### src/rtl/cdb_arbiter.sv
// Per-source result FIFO: registered count, full/empty from registered state.
// Latency: a pushed entry is visible at the head the cycle after the push edge.
// Backpressure: pushes at full are dropped (caller flags it); flush clears all state.
module cdb_fifo #(
    parameter int DW = 36,
    parameter int AW = 2
) (
    input  logic          i_clk,
    input  logic          i_rst_n,
    input  logic          i_flush,
    input  logic          i_push,
    input  logic [DW-1:0] i_dat,
    input  logic          i_pop,
    output logic [DW-1:0] o_dat,
    output logic          o_full,
    output logic          o_empty
);
    localparam int DEPTH = 1 << AW;
    localparam logic [AW:0] CNT_FULL = {1'b1, {AW{1'b0}}};

    logic [DW-1:0] r_mem [DEPTH];
    logic [AW-1:0] r_head;
    logic [AW-1:0] r_tail;
    logic [AW:0]   r_cnt;
    logic          w_push;
    logic          w_pop;

    assign o_full  = (r_cnt == CNT_FULL);
    assign o_empty = (r_cnt == '0);
    assign w_push  = i_push & ~o_full & ~i_flush;
    assign w_pop   = i_pop & ~o_empty & ~i_flush;
    assign o_dat   = r_mem[r_head];

    // Pointer and occupancy bookkeeping; flush wins over push and pop.
    always_ff @(posedge i_clk or negedge i_rst_n) begin
        if (!i_rst_n) begin
            r_head <= '0;
            r_tail <= '0;
            r_cnt  <= '0;
        end else if (i_flush) begin
            r_head <= '0;
            r_tail <= '0;
            r_cnt  <= '0;
        end else begin
            if (w_push) r_tail <= r_tail + 1'b1;
            if (w_pop)  r_head <= r_head + 1'b1;
            case ({w_push, w_pop})
                2'b10:   r_cnt <= r_cnt + 1'b1;
                2'b01:   r_cnt <= r_cnt - 1'b1;
                default: r_cnt <= r_cnt;
            endcase
        end
    end

    // Storage needs no reset; stale contents are never read while empty.
    always_ff @(posedge i_clk) begin
        if (w_push) r_mem[r_tail] <= i_dat;
    end
endmodule

// Round-robin CDB arbiter draining ALU/LSB/BRU result FIFOs onto a registered bus.
// Latency: push at edge E broadcasts at the earliest after edge E+1 (no bypass).
// Backpressure: xFull per source; pushes at full are dropped and set sticky overflow.
module cdb_arbiter #(
    parameter int ROB_WIDTH  = 4,
    parameter int FIFO_WIDTH = 2
) (
    input  logic                 clockIn,
    input  logic                 resetIn,
    input  logic                 flushIn,
    input  logic                 aluValid,
    input  logic [ROB_WIDTH-1:0] aluRobId,
    input  logic [31:0]          aluVal,
    output logic                 aluFull,
    input  logic                 lsbValid,
    input  logic [ROB_WIDTH-1:0] lsbRobId,
    input  logic [31:0]          lsbVal,
    output logic                 lsbFull,
    input  logic                 bruValid,
    input  logic [ROB_WIDTH-1:0] bruRobId,
    input  logic [31:0]          bruVal,
    output logic                 bruFull,
    output logic                 cdbValid,
    output logic [ROB_WIDTH-1:0] cdbRobId,
    output logic [31:0]          cdbVal,
    output logic                 overflow
);
    localparam int DW = ROB_WIDTH + 32;

    logic [2:0]    w_push_req;
    logic [2:0]    w_full;
    logic [2:0]    w_empty;
    logic [3:0]    w_nonempty;
    logic [2:0]    w_pop;
    logic [DW-1:0] w_in_dat   [3];
    logic [DW-1:0] w_head_dat [3];
    logic          w_gnt_vld;
    logic [1:0]    w_gnt_idx;
    logic [DW-1:0] w_gnt_dat;

    logic                 r_cdb_vld;
    logic [ROB_WIDTH-1:0] r_cdb_rob;
    logic [31:0]          r_cdb_val;
    logic [1:0]           r_rr_ptr;
    logic                 r_ovf;

    assign w_push_req = {bruValid, lsbValid, aluValid};
    assign w_in_dat[0] = {aluRobId, aluVal};
    assign w_in_dat[1] = {lsbRobId, lsbVal};
    assign w_in_dat[2] = {bruRobId, bruVal};
    assign w_nonempty = {1'b0, ~w_empty};

    for (genvar g = 0; g < 3; g++) begin : g_src
        cdb_fifo #(.DW(DW), .AW(FIFO_WIDTH)) u_fifo (
            .i_clk   (clockIn),
            .i_rst_n (resetIn),
            .i_flush (flushIn),
            .i_push  (w_push_req[g]),
            .i_dat   (w_in_dat[g]),
            .i_pop   (w_pop[g]),
            .o_dat   (w_head_dat[g]),
            .o_full  (w_full[g]),
            .o_empty (w_empty[g])
        );
    end

    // Scan rrPtr, rrPtr+1, rrPtr+2 (mod 3); first non-empty source wins and is popped.
    always_comb begin : p_grant
        logic [2:0] sum;
        logic [1:0] idx;
        w_gnt_vld = 1'b0;
        w_gnt_idx = 2'd0;
        w_pop     = 3'b000;
        sum       = 3'd0;
        idx       = 2'd0;
        for (int k = 0; k < 3; k++) begin
            sum = {1'b0, r_rr_ptr} + 3'(k);
            idx = (sum >= 3'd3) ? 2'(sum - 3'd3) : sum[1:0];
            if (!w_gnt_vld && w_nonempty[idx]) begin
                w_gnt_vld = 1'b1;
                w_gnt_idx = idx;
            end
        end
        if (w_gnt_vld) w_pop[w_gnt_idx] = 1'b1;
    end

    // Head data of the granted source.
    always_comb begin
        w_gnt_dat = w_head_dat[0];
        case (w_gnt_idx)
            2'd1:    w_gnt_dat = w_head_dat[1];
            2'd2:    w_gnt_dat = w_head_dat[2];
            default: w_gnt_dat = w_head_dat[0];
        endcase
    end

    // Registered broadcast and round-robin pointer; idle cycles hold the last id/value.
    always_ff @(posedge clockIn or negedge resetIn) begin
        if (!resetIn) begin
            r_cdb_vld <= 1'b0;
            r_cdb_rob <= '0;
            r_cdb_val <= '0;
            r_rr_ptr  <= 2'd0;
        end else if (flushIn) begin
            r_cdb_vld <= 1'b0;
            r_rr_ptr  <= 2'd0;
        end else if (w_gnt_vld) begin
            r_cdb_vld <= 1'b1;
            r_cdb_rob <= w_gnt_dat[DW-1:32];
            r_cdb_val <= w_gnt_dat[31:0];
            r_rr_ptr  <= (w_gnt_idx == 2'd2) ? 2'd0 : w_gnt_idx + 2'd1;
        end else begin
            r_cdb_vld <= 1'b0;
        end
    end

    // Sticky overflow: any push at a full FIFO, except pushes discarded by flush.
    always_ff @(posedge clockIn or negedge resetIn) begin
        if (!resetIn)                              r_ovf <= 1'b0;
        else if (!flushIn && |(w_push_req & w_full)) r_ovf <= 1'b1;
    end

    assign aluFull  = w_full[0];
    assign lsbFull  = w_full[1];
    assign bruFull  = w_full[2];
    assign cdbValid = r_cdb_vld;
    assign cdbRobId = r_cdb_rob;
    assign cdbVal   = r_cdb_val;
    assign overflow = r_ovf;
endmodule

### config.mk
export PLATFORM = sky130hd
export DESIGN_NAME = cdb_arbiter
export DESIGN_NICKNAME = d
export VERILOG_FILES = /design/src/rtl/cdb_arbiter.sv
export SDC_FILE = /design/constraint.sdc
export NUM_CORES = 1
export LEC_CHECK = 0
export BUFFER_PORTS_ARGS = -buffer_cell sky130_fd_sc_hd__buf_2
export CORE_MARGIN = 3
export CORE_UTILIZATION = 30
export CTS_CLUSTER_SIZE = 25
export DETAILED_ROUTE_END_ITERATION = 10
export GPL_TIMING_DRIVEN = 1
export PLACE_DENSITY = 0.57
export SYNTH_ARGS = -nofsm -noshare
export SYNTH_HDL_FRONTEND = slang
export SYNTH_SLANG_ARGS = --single-unit
### constraint.sdc
create_clock -name clockIn -period 3.7 [get_ports clockIn]
set_input_delay 0.37 -clock clockIn [delete_from_list [all_inputs] [get_ports clockIn]]
set_output_delay 0.37 -clock clockIn [all_outputs]
set_load 0.05 [all_outputs]
==> results.sh, run 1 <==
export IMPL_yosysWarnings=0
export IMPL_ctsHtreeMaxLevel=2
export IMPL_required_ps=4170
export IMPL_finalHoldViolCount=0
export IMPL_synth_nets=1171
export IMPL_ios=155
export IMPL_synth_fa_ha_area_frac=0.0160
export IMPL_pwr_density_cell_nw_per_um2=774
export IMPL_synth_top_family_by_area="multiplexers"
export IMPL_ys_seq_elements=493
export IMPL_synthXorXnorAreaFrac=0.00541
export IMPL_cp_start_kind="flop"
export IMPL_fin_util=0.385
export IMPL_cts_sinks=493
export IMPL_gr_total_overflow=0
export IMPL_critical_path_class="reg -> reg"
export IMPL_root_buffer="clkbuf_16"
export IMPL_synth_area_um2=19400
export IMPL_ys_seq_area_frac=0.746
export IMPL_dpl_cell_count=2025
export IMPL_cp_end_kind="flop"
export IMPL_core_area_um2=63500
export IMPL_grt_use_total=0.140
export IMPL_reg2reg_from="r_rr_ptr[0]"
export IMPL_yosysMostFrequentCell="edfxtp_1"
export IMPL_rows=92
export IMPL_rr_endpoint="g_src[0].u_fifo.r_cnt[2]"
export IMPL_ys_flop_type="edfxtp_1"
export IMPL_holdWs_ps=65.5
export IMPL_synthTopCellsByArea="edfxtp_1, mux4_2, dfrtp_1"
export IMPL_p_total_mw=18.9
export IMPL_insertion_delay_ps=590
export IMPL_worstHoldStart="bruValid"
export IMPL_synth_cell_types=55
export IMPL_dieArea_um2=67900
export IMPL_die_x_um=261
export IMPL_synth_top_area_cell="edfxtp_1"
export IMPL_drc=0
export IMPL_worst_pin_slew_ps=877
export IMPL_fin_skew_ps=17.7
export IMPL_dpl_hpwl_mm=31.6
export IMPL_placed_area_um2=21500
export IMPL_crit_fanout=4
export IMPL_fin_area_um2=24500
export IMPL_min_period_over_period=0.960
export IMPL_synth_compound_area_frac=0.0518
export IMPL_firstDrtPassIters=5
export IMPL_rr_worst_depth=16
export IMPL_grt_max_degree=74
export IMPL_gp_congestion=0.791
export IMPL_maxSlewHeadroom=0.415
export IMPL_grt_pass1_vias=11215
export IMPL_drtAntennaViolNets=0
export IMPL_r2r_setup_slack_ps=150
export IMPL_viasPerCell=4.72
export IMPL_cts_tree="built"
export IMPL_hp_class="in -> reg"
export IMPL_cap_violations=0
export IMPL_synth_area_mux_share=0.127
export IMPL_place_ws_ps=-23.8
export IMPL_hold_depth=3
export IMPL_wl_met2_mm=24.2
export IMPL_drt_iter0_drc=757
export IMPL_antenna_found_initial=6
export IMPL_synthArstFlopShare=0.124
export IMPL_fin_cells=2239
export IMPL_fmax_ghz=0.282
export IMPL_period_needed_ps=3550
export IMPL_wl_mm=47.5
export IMPL_top_layer="met5"
export IMPL_peakVddDrop_v=0.000686
export IMPL_wirelength_met1_mm=19.8
export IMPL_setup_tns_final_ps=0
export IMPL_synth_area_per_cell_um2=18.8
export IMPL_critPathArrivalTime_ps=4020
export IMPL_vias=10560
export IMPL_syn_inst=1034
export IMPL_min_delay_worst_endpoint="g_src[2].u_fifo.r_tail[1]"
export IMPL_final_nets=1485
export IMPL_clk_pin_slew_ps=60
export IMPL_dieHeight_um=261
export IMPL_finalSetupViolCount=0
export IMPL_grt_pass1_wl_mm=70.7
export IMPL_slew_violations=0
export IMPL_area_growth_pct=25.9
export IMPL_synth_commonest_cells="edfxtp_1, mux4_2, nand2_1, o21ai_0, dfrtp_1"
export IMPL_synth_edf_count=432
export IMPL_clock_path_buffers=3
export IMPL_portBuffers=154
export IMPL_wl_per_cell_um=21.2
export IMPL_setup_ws_ps=148
export IMPL_p_leak_nw=8.37
export IMPL_drive_gt1_frac=0.314
export IMPL_status="complete, no violations"
export IMPL_dr_wl_met3_mm=2.48
export IMPL_start_util=0.306
export IMPL_yosys_area_top_type_share=0.667
export IMPL_cts_buffers=53
export IMPL_synth_simple_gate_area_frac=0.0393
cell families after synthesis:
family | after synthesis
XOR/XNOR | 12
AO/OA/AOI/OAI | 162
multiplexers | 111
adder cells (fa/ha/maj) | 23
buffers and inverters | 71
flip-flops | 493
AND/OR/NAND/NOR | 162
layer usage:
| layer | up-vias | global-route usage |
|---|---|---|
| li1 | 4772 | - |
| met1 | 5469 | 0.181 |
| met2 | 250 | 0.242 |
| met3 | 65 | 0.0287 |
| met4 | 4 | 0.0384 |
| met5 | - | 0 |
cells in the final DEF (no fill, tap or decap), types with 11 or more instances in the layout:
cell	synthesis	routed
edfxtp_1	432	432
and2_2	0	12
inv_1	17	15
dfrtp_1	61	57
clkbuf_1	26	12
o21ai_0	84	81
nor2_1	26	26
a21oi_1	12	11
nand2_1	84	84
buf_4	0	44
clkbuf_16	0	53
dlygate4sd3_1	0	109
ha_1	20	15
buf_2	14	154
mux4_2	108	108
a22oi_1	36	36
where the power goes:
group	total (mW)	internal [mW]	switching, mW
logic	6.57	2.33	4.24
clock network	5.37	3.23	2.14
registers	7.00	6.63	0.373
total	18.9	12.2	6.76
flip-flops by register name, summed over array words and instances (netlist names):
signal               cells
g_src.u_fifo.r_mem     432
g_src.u_fifo.r_head      6
overflow                 1
g_src.u_fifo.r_tail      6
g_src.u_fifo.r_cnt       9
cdbValid                 1
cdbVal                  32
r_rr_ptr                 2
cdbRobId                 4
critical path, cell delays in order, from the launching register on:
cell	delay (ps)
dfrtp_1	420
inv_2	90
ha_4	310
nand2b_4	130
a21oi_2	70
a211o_1	290
or3_1	300
a31o_2	280
ha_2	190
o31a_1	130
o21ai_2	120
nor2_1	90
fa_1	440
o21ai_0	150
o41ai_2	140
o21ai_0	200
o2bb2ai_1	70
final cells by class:
class	count	area (um2)
sequential	493	14500
timing repair buffer	313	2310
fill	5894	39100
antenna	3	7.51
inverter	17	63.8
tap	846	1060
clock inverter	27	332
multi-input combinational	470	4770
clock buffer	70	1440
how the worst max path moves through the flow:
stage | startpoint | endpoint | slack [ps] | cells after the start
after floorplan | r_rr_ptr[0] | g_src[1].u_fifo.r_cnt[2] | 8 | 17
after global placement | r_rr_ptr[0] | g_src[0].u_fifo.r_cnt[2] | 140 | 15
after detailed placement | r_rr_ptr[0] | g_src[0].u_fifo.r_cnt[2] | -20 | 15
after CTS | r_rr_ptr[0] | g_src[0].u_fifo.r_cnt[2] | 20 | 15
after global routing | r_rr_ptr[0] | g_src[0].u_fifo.r_cnt[2] | -30 | 16
final | r_rr_ptr[0] | g_src[0].u_fifo.r_cnt[2] | 150 | 16
what timing repair did:
action                                  CTS  global route
hold endpoints to repair                453             0
pin swaps                                 0             3
endpoints found under the setup margin    2             3
resized for setup                         3            17
hold buffers                            109             0
buffers inserted                          0             5
gates cloned                              0             0
No activity file was read; power rests on OpenSTA's default activity.
==> run 2, diff against run 1 <==
==> constraint.sdc (replaced) <==
create_clock -name clockIn -period 3.7 [get_ports clockIn]
set_input_delay 0.37 -clock clockIn [delete_from_list [all_inputs] [get_ports clockIn]]
set_output_delay 0.37 -clock clockIn [all_outputs]
set_load 0.02 [all_outputs]
==> results.sh, run 2 (synthesis gave the netlist of run 1 again) <==
export IMPL_status="complete, no violations"
export IMPL_holdWs_ps=46.8
export IMPL_slew_violations=0
export IMPL_finalHoldViolCount=0
export IMPL_viasPerCell=4.73
export IMPL_drive_gt1_frac=0.299
export IMPL_critical_path_class="reg -> reg"
export IMPL_start_util=0.306
export IMPL_drt_iter0_drc=753
export IMPL_cts_sinks=493
export IMPL_cp_start_kind="flop"
export IMPL_regMostFlops="g_src.u_fifo.r_mem"
export IMPL_rows=92
export IMPL_firstDrtPassIters=6
export IMPL_fin_skew_ps=46.0
export IMPL_final_common_cell="edfxtp_1"
export IMPL_maxSlewHeadroom=0.257
export IMPL_ios=155
export IMPL_antenna_found_initial=3
export IMPL_core_area_um2=63500
export IMPL_drtAntennaViolNets=0
export IMPL_dieHeight_um=261
export IMPL_die_x_um=261
export IMPL_cp_end_kind="flop"
export IMPL_hp_class="in -> reg"
export IMPL_cts_tree="built"
export IMPL_pwr_density_cell_nw_per_um2=747
export IMPL_setup_worst_path_start="r_rr_ptr[0]"
export IMPL_gp_congestion=0.780
export IMPL_required_ps=4200
export IMPL_dieArea_um2=67900
export IMPL_clock_path_buffers=3
export IMPL_grt_use_total=0.141
export IMPL_root_buffer="clkbuf_16"
export IMPL_area_growth_pct=24.4
export IMPL_reg2reg_from="r_rr_ptr[0]"
export IMPL_finalSetupViolCount=0
export IMPL_portBuffers=154
export IMPL_gr_total_overflow=0
export IMPL_grt_pass1_wl_mm=70.7
export IMPL_insertion_delay_ps=620
export IMPL_cts_buffers=51
export IMPL_drc=0
export IMPL_p_leak_nw=8.20
export IMPL_largest_register_ffs=432
export IMPL_dpl_hpwl_mm=30.4
export IMPL_peakVddDrop_v=0.00106
export IMPL_crit_fanout=5
export IMPL_final_cell_mix="edfxtp_1, buf_2, mux4_2, dlygate4sd3_1, nand2_1"
export IMPL_dpl_cell_count=2009
export IMPL_worst_pin_slew_ps=1110
export IMPL_grt_max_degree=73
export IMPL_critPathArrivalTime_ps=4030
export IMPL_min_period_over_period=0.956
export IMPL_final_nets=1464
export IMPL_grt_pass1_vias=11062
export IMPL_vias=10497
export IMPL_clk_pin_slew_ps=60
export IMPL_cap_violations=0
export IMPL_wl_per_cell_um=21.4
export IMPL_nFillCells=5895
export IMPL_wl_mm=47.5
export IMPL_ctsHtreeMaxLevel=2
export IMPL_fmax_ghz=0.283
export IMPL_worstHoldStart="bruValid"
export IMPL_fin_cells=2217
export IMPL_period_needed_ps=3540
run 2: cell types whose count changed in the layout (fill, tap and decap cells not counted), moves of 2 or more:
| cell | delta |
|---|---|
| buf_12 | -2 |
| buf_4 | -16 |
| bufinv_16 | -2 |
| clkbuf_16 | -2 |
| clkbuf_8 | -4 |
| clkinv_1 | +6 |
run 2: worst paths after layout:
kind | endpoint | slack [ps] | depth (start not counted)
max in group asynchronous | g_src[0].u_fifo.r_head[0] | 2520 | 3
min in group asynchronous | overflow | 500 | 3
max | g_src[2].u_fifo.r_cnt[2] | 160 | 16
max reg2reg | g_src[2].u_fifo.r_cnt[2] | 160 | 16
min | g_src[2].u_fifo.r_tail[1] | 50 | 3
min reg2reg | cdbVal[14] | 470 | 2
run 2: cell type report:
| type | count | area (um2) | share of cell area |
|---|---|---|---|
| Tap cell | 846 | 1060 | 0.0438 |
| Inverter | 17 | 63.8 | 0.00264 |
| Clock buffer | 64 | 1340 | 0.0552 |
| Multi-Input combinational cell | 470 | 4750 | 0.197 |
| Sequential cell | 493 | 14500 | 0.600 |
| Antenna cell | 2 | 5.00 | 0.000207 |
| Timing Repair Buffer | 294 | 2140 | 0.0886 |
| Clock inverter | 31 | 327 | 0.0135 |
run 2: through the flow:
stage	setup TNS [ps]	util	power, mW	area (um2)	setup WS (ps)
2_1_floorplan	0	-	10.7	19500	17.9
3_3_place_gp	0	0.336	12.9	21300	129
3_5_place_dp	0	0.336	13.0	21300	17.5
4_1_cts	0	0.379	18.2	24100	56.0
5_1_grt	-8.85	0.381	19.1	24200	-8.85
6_report	0	0.381	18.1	24200	164
run 2: where the power goes:
part / leakage, nW / switching [mW] / internal (mW)
Clock: 0.810 / 2.16 / 2.93
Sequential: 4.70 / 0.312 / 6.63
Combinational: 2.70 / 3.82 / 2.21
Total: 8.20 / 6.29 / 11.8
run 2: repair_timing:
| action | 4_1_cts | 5_1_grt |
|---|---|---|
| endpoints found under the hold margin | 442 | 0 |
| hold buffers | 108 | 0 |
| buffers inserted | 0 | 3 |
| pin swaps | 0 | 3 |
| setup endpoints to repair | 1 | 3 |
| resized for setup | 1 | 15 |
run 2: critical path, stage by stage, from the launching register on:
cell and delay [ps]:
dfrtp_1 370, inv_1 110, ha_4 320, nand2b_4 130
a21oi_2 70, a211o_1 290, or3_1 300, a31o_2 290
inv_1 60, ha_2 190, and2b_1 170, o211ai_1 140
nor2_1 210, fa_2 270, nand2b_1 60, or4_1 390
o311ai_1 100
run 2: layer usage:
layer	share of wire	vias to the layer above	track usage	wire (um)
met3	0.049	71	0.0253	2330
met4	0.021	4	0.0378	1010
li1	-	4725	-	-
met5	0.00044	-	0	21
met1	0.43	5424	0.185	20200
met2	0.50	273	0.240	23900
